`config.mk`:
```
export PLATFORM = sky130hd
export DESIGN_NAME = seg7_scan
export DESIGN_NICKNAME = d
export VERILOG_FILES = /design/src/rtl/seg7_scan.sv
export SDC_FILE = /design/constraint.sdc
export NUM_CORES = 1
export LEC_CHECK = 0
export BUFFER_PORTS_ARGS = -buffer_cell sky130_fd_sc_hd__buf_4
export CAP_MARGIN = 15
export CORE_AREA = 2 2 133 135
export DETAILED_ROUTE_END_ITERATION = 7
export DIE_AREA = 0 0 135 137
export GPL_ROUTABILITY_DRIVEN = 0
export PLACE_DENSITY = 0.56
export SLEW_MARGIN = 5
export SYNTH_ARGS = -nofsm -noshare
export SYNTH_HDL_FRONTEND = slang
export SYNTH_SLANG_ARGS = --single-unit
export TNS_END_PERCENT = 1
```
`constraint.sdc`:
```
create_clock -name clk -period 7 [get_ports clk]
set_input_delay 0.7 -clock clk [delete_from_list [all_inputs] [get_ports clk]]
set_output_delay 0.7 -clock clk [all_outputs]
set_load 0.1 [all_outputs]
```
`src/rtl/seg7_scan.sv`:
```
// Eight-digit multiplexed hex display driver for a common-anode 7-segment bank.
// A new value is admitted only at a frame boundary, and only if it was stable on the two cycles before it.
module seg7_scan #(
  parameter int SCAN_DIV  = 50000,
  parameter int BLANK_CYC = 500,
  parameter int BLANK_LZ  = 1
) (
  input  logic        clk,
  input  logic        rst,
  input  logic [31:0] value,
  output logic [7:0]  an,
  output logic [6:0]  seg,
  output logic        dp,
  output logic        frame
);

  localparam int CW = (SCAN_DIV > 1) ? $clog2(SCAN_DIV) : 1;
  localparam logic [CW-1:0] CNT_LAST   = CW'(SCAN_DIV - 1);
  localparam logic [CW-1:0] BLANK_LAST = CW'(BLANK_CYC - 1);

  typedef enum logic {
    BLANK,
    DRIVE
  } state_t;

  state_t        state;
  logic [CW-1:0] cnt;
  logic [2:0]    dig;
  logic [31:0]   v1;
  logic [31:0]   v2;
  logic [31:0]   shadow;
  logic          chg;

  logic [3:0]    nibble;
  logic [31:0]   upper;
  logic          dark;
  logic [6:0]    glyph;

  function automatic logic [6:0] hex7(input logic [3:0] n);
    logic [6:0] s;
    s = 7'b1111111;
    case (n)
      4'h0: s = 7'b1000000;
      4'h1: s = 7'b1111001;
      4'h2: s = 7'b0100100;
      4'h3: s = 7'b0110000;
      4'h4: s = 7'b0011001;
      4'h5: s = 7'b0010010;
      4'h6: s = 7'b0000010;
      4'h7: s = 7'b1111000;
      4'h8: s = 7'b0000000;
      4'h9: s = 7'b0010000;
      4'hA: s = 7'b0001000;
      4'hB: s = 7'b0000011;
      4'hC: s = 7'b1000110;
      4'hD: s = 7'b0100001;
      4'hE: s = 7'b0000110;
      4'hF: s = 7'b0001110;
      default: s = 7'b1111111;
    endcase
    return s;
  endfunction

  // The frame pulse marks the load point; a value that moved on the previous cycle is rejected.
  always_ff @(posedge clk or negedge rst) begin
    if (!rst) begin
      v1     <= 32'd0;
      v2     <= 32'd0;
      shadow <= 32'd0;
      chg    <= 1'b0;
    end else begin
      v1 <= value;
      v2 <= v1;
      if (frame) begin
        if (v1 == v2) begin
          shadow <= v2;
          chg    <= (v2 != shadow);
        end else begin
          chg <= 1'b0;
        end
      end
    end
  end

  always_comb begin
    nibble = shadow[{dig, 2'b00} +: 4];
    upper  = shadow >> {dig, 2'b00};
    dark   = (BLANK_LZ != 0) && (dig != 3'd0) && (upper == 32'd0);
    glyph  = hex7(nibble);
  end

  // Outputs are registered from the current state/counter, so they trail them by one cycle.
  always_ff @(posedge clk or negedge rst) begin
    if (!rst) begin
      state <= BLANK;
      cnt   <= '0;
      dig   <= 3'd0;
      an    <= 8'hFF;
      seg   <= 7'h7F;
      dp    <= 1'b1;
      frame <= 1'b0;
    end else begin
      frame <= (dig == 3'd7) && (cnt == CNT_LAST);
      if (cnt == CNT_LAST) begin
        cnt <= '0;
        dig <= dig + 3'd1;
      end else begin
        cnt <= cnt + 1'b1;
      end

      case (state)
        BLANK: begin
          an  <= 8'hFF;
          seg <= 7'h7F;
          dp  <= 1'b1;
          if (cnt == BLANK_LAST) begin
            state <= DRIVE;
          end
        end
        DRIVE: begin
          if (dark) begin
            an  <= 8'hFF;
            seg <= 7'h7F;
          end else begin
            an  <= ~(8'd1 << dig);
            seg <= glyph;
          end
          dp <= ~((dig == 3'd0) && chg);
          if (cnt == CNT_LAST) begin
            state <= BLANK;
          end
        end
        default: begin
          state <= BLANK;
          an    <= 8'hFF;
          seg   <= 7'h7F;
          dp    <= 1'b1;
        end
      endcase
    end
  end

endmodule

```
==> results.json <==
{
  "ant_nets": 0,
  "crit-reg2reg-launch": "dig[0]",
  "start_kind": "flip-flop",
  "post-route-period-util": 0.484,
  "grt_overflow": 0,
  "grt_pass1_vias": 3595,
  "hpwl_um": 8240,
  "cts_hold_buf": 0,
  "cts.sinks": 134,
  "pin_count": 51,
  "finalWirelength_um": 11600,
  "antenna_found_initial": 0,
  "synthCells": 440,
  "synthFlopType": "dfrtp_1",
  "placed_cells": 706,
  "status": "finished clean",
  "critical_path_class": "flip-flop to flip-flop",
  "setup_tns_ps": 0,
  "cts_root_buffer": "clkbuf_16",
  "synth.distinct_cells": 49,
  "grt_max_degree": 69,
  "syn_avg_cell_area_um2": 13.4,
  "finalHoldViolCount": 0,
  "cts_tree": "yes",
  "drv_cap": 0,
  "syn_area_um2": 5900,
  "r2r_end": "seg[2]",
  "dieArea_um2": 18500,
  "vias": 3556,
  "final_cell_mix": "dfrtp_1 (118), buf_4 (52), xor2_1 (45)",
  "grt_pass1_wl_um": 19100,
  "finalPower_mw": 1.68,
  "cp_data_required_time_ps": 7360,
  "synth_edf_count": 0,
  "area_growth_pct": 19.1,
  "power_density_nw_per_um2": 240,
  "ys.warnings.count": 0,
  "rsz0062_at_grt": "false",
  "endpoint_kind": "flip-flop",
  "clock_skew_ps": 7.78,
  "crit_path_top_delay_cell": "dfrtp_1",
  "io_buffers": 50,
  "row_count": 48,
  "r2r_cells": 8,
  "setup_violations": 0,
  "numCtsBuffers": 17,
  "final_common_cell": "dfrtp_1",
  "die_y_um": 137,
  "maxSlewViolCount": 0,
  "power_leakage_nw": 3.24,
  "drt-pass1-iter-count": 5,
  "drc": 0,
  "crit_start": "dig[0]",
  "die_x_um": 135,
  "worst_hold_path_type": "input pin to async pin",
  "cts_resized": 0,
  "crit_path_max_incr_delay_ps": 990,
  "ir_worst_vdd_v": 0.000183,
  "final_nets": 547,
  "synthesis.nets": 487,
  "worst_pin_slew_ps": 1040,
  "reg2reg_slack_ps": 3620,
  "async_flop_share": 1.00,
  "clk_pin_slew_ps": 60,
  "instances_no_fill": 738,
  "drt-initial-drc-count": 199,
  "ys_seq_area_frac": 0.572,
  "crit_family": "multiplexers",
  "via_per_inst": 4.82,
  "cts-htree-levels": 4,
  "dp_worst_setup_slack_ps": 3610,
  "track_usage": 0.138,
  "post_cts_buffers": 0,
  "start_util": 0.346,
  "cp.arrival_ps": 3740,
  "path_max_fanout": 28,
  "worst-path-buf-inv": 1,
  "wl_per_cell_um": 15.7,
  "n_antenna_cell": 0,
  "synth_seq_cells": 134,
  "drive_gt1_frac": 0.283,
  "fin_ws_ps": 3620,
  "fmax_mhz": 295,
  "relSlewSlack": 0.305,
  "min_period_ps": 3380,
  "core_um2": 17100,
  "cts_max_path_buffers": 2,
  "clk_latency_ps": 420,
  "path_cells": "mux4_2 > mux2i_1 > ha_1 > inv_1 > a211oi_1 > nand4_2 > a22oi_4 > a311o_1"
}
-- report_power, final --
group	total [mW]	internal [mW]	switching (mW)	leakage, nW
sequential	0.813	0.794	0.0188	1.65
clock	0.817	0.475	0.342	0.252
combinational	0.0545	0.0280	0.0265	1.34
total	1.68	1.30	0.387	3.24
-- logic make-up after synthesis --
logic type | share of synthesized area
flops | 0.572
simple gates | 0.100
xor+xnor | 0.116
mux | 0.118
compound gates | 0.0418
buf+inv | 0.0248
fa+ha+maj | 0.0276
-- metrics by stage --
step | instance area (um2) | util | hold WS, ps
2_1_floorplan | 5900 | - | 372
3_3_place_gp | 6470 | 0.379 | 381
3_5_place_dp | 6470 | 0.379 | 379
4_1_cts | 7030 | 0.412 | 356
5_1_grt | 7030 | 0.412 | 355
6_report | 7030 | 0.412 | 371
-- per-layer routing --
metal | GRT usage | wire (um) | vias to the layer above | part of all wire
met5 | 0 | 0 | - | 0
met4 | 0.0602 | 248 | 0 | 0.021
met3 | 0.0422 | 549 | 20 | 0.047
met2 | 0.207 | 5460 | 97 | 0.47
met1 | 0.184 | 5340 | 1762 | 0.46
li1 | - | - | 1677 | -
-- final cells by class --
type	count	area, um2
fillers	1638	10000
flip-flops and latches	134	3370
multi-input cells	283	2380
clock buffers	20	457
repair buffers	52	390
well taps	225	282
clock inverters	12	97.6
inverters	12	45.0
-- state kept, by name (all words and copies together) (netlist names) --
name,cells
dig,3
an,8
shadow,32
seg,7
frame,1
v1,32
state,1
cnt,16
chg,1
v2,32
dp,1
-- synthesized netlist by cell type (3+ instances only) --
library cell | n | area [um2]
a21oi_1 | 5 | 25.0
a221o_1 | 3 | 30.0
and3_1 | 3 | 18.8
buf_12 | 3 | 60.1
buf_2 | 3 | 15.0
clkbuf_1 | 3 | 11.3
dfrtp_1 | 118 | 2950
dfstp_2 | 16 | 420
ha_1 | 13 | 163
inv_1 | 10 | 37.5
mux2_2 | 4 | 45.0
mux2_4 | 29 | 435
mux2i_1 | 6 | 60.1
mux4_2 | 7 | 158
nand2_1 | 17 | 63.8
nand3_1 | 7 | 35.0
nand4_1 | 17 | 106
nor2_1 | 26 | 97.6
nor3_1 | 9 | 45.0
nor4_1 | 16 | 100
o211ai_1 | 3 | 22.5
o21ai_0 | 8 | 40.0
o22ai_1 | 4 | 25.0
or3_1 | 3 | 18.8
xnor2_1 | 33 | 289
xor2_1 | 45 | 394
-- how the worst max path moves through the flow --
stage,slack (ps),cells after the start,to
3_3_place_gp,3670,10,seg[0]
6_report,3620,8,seg[2]
3_5_place_dp,3610,10,seg[2]
2_1_floorplan,4250,13,seg[0]
5_1_grt,3250,8,seg[2]
4_1_cts,3560,8,seg[2]
Power figures use the tool's default switching activity.
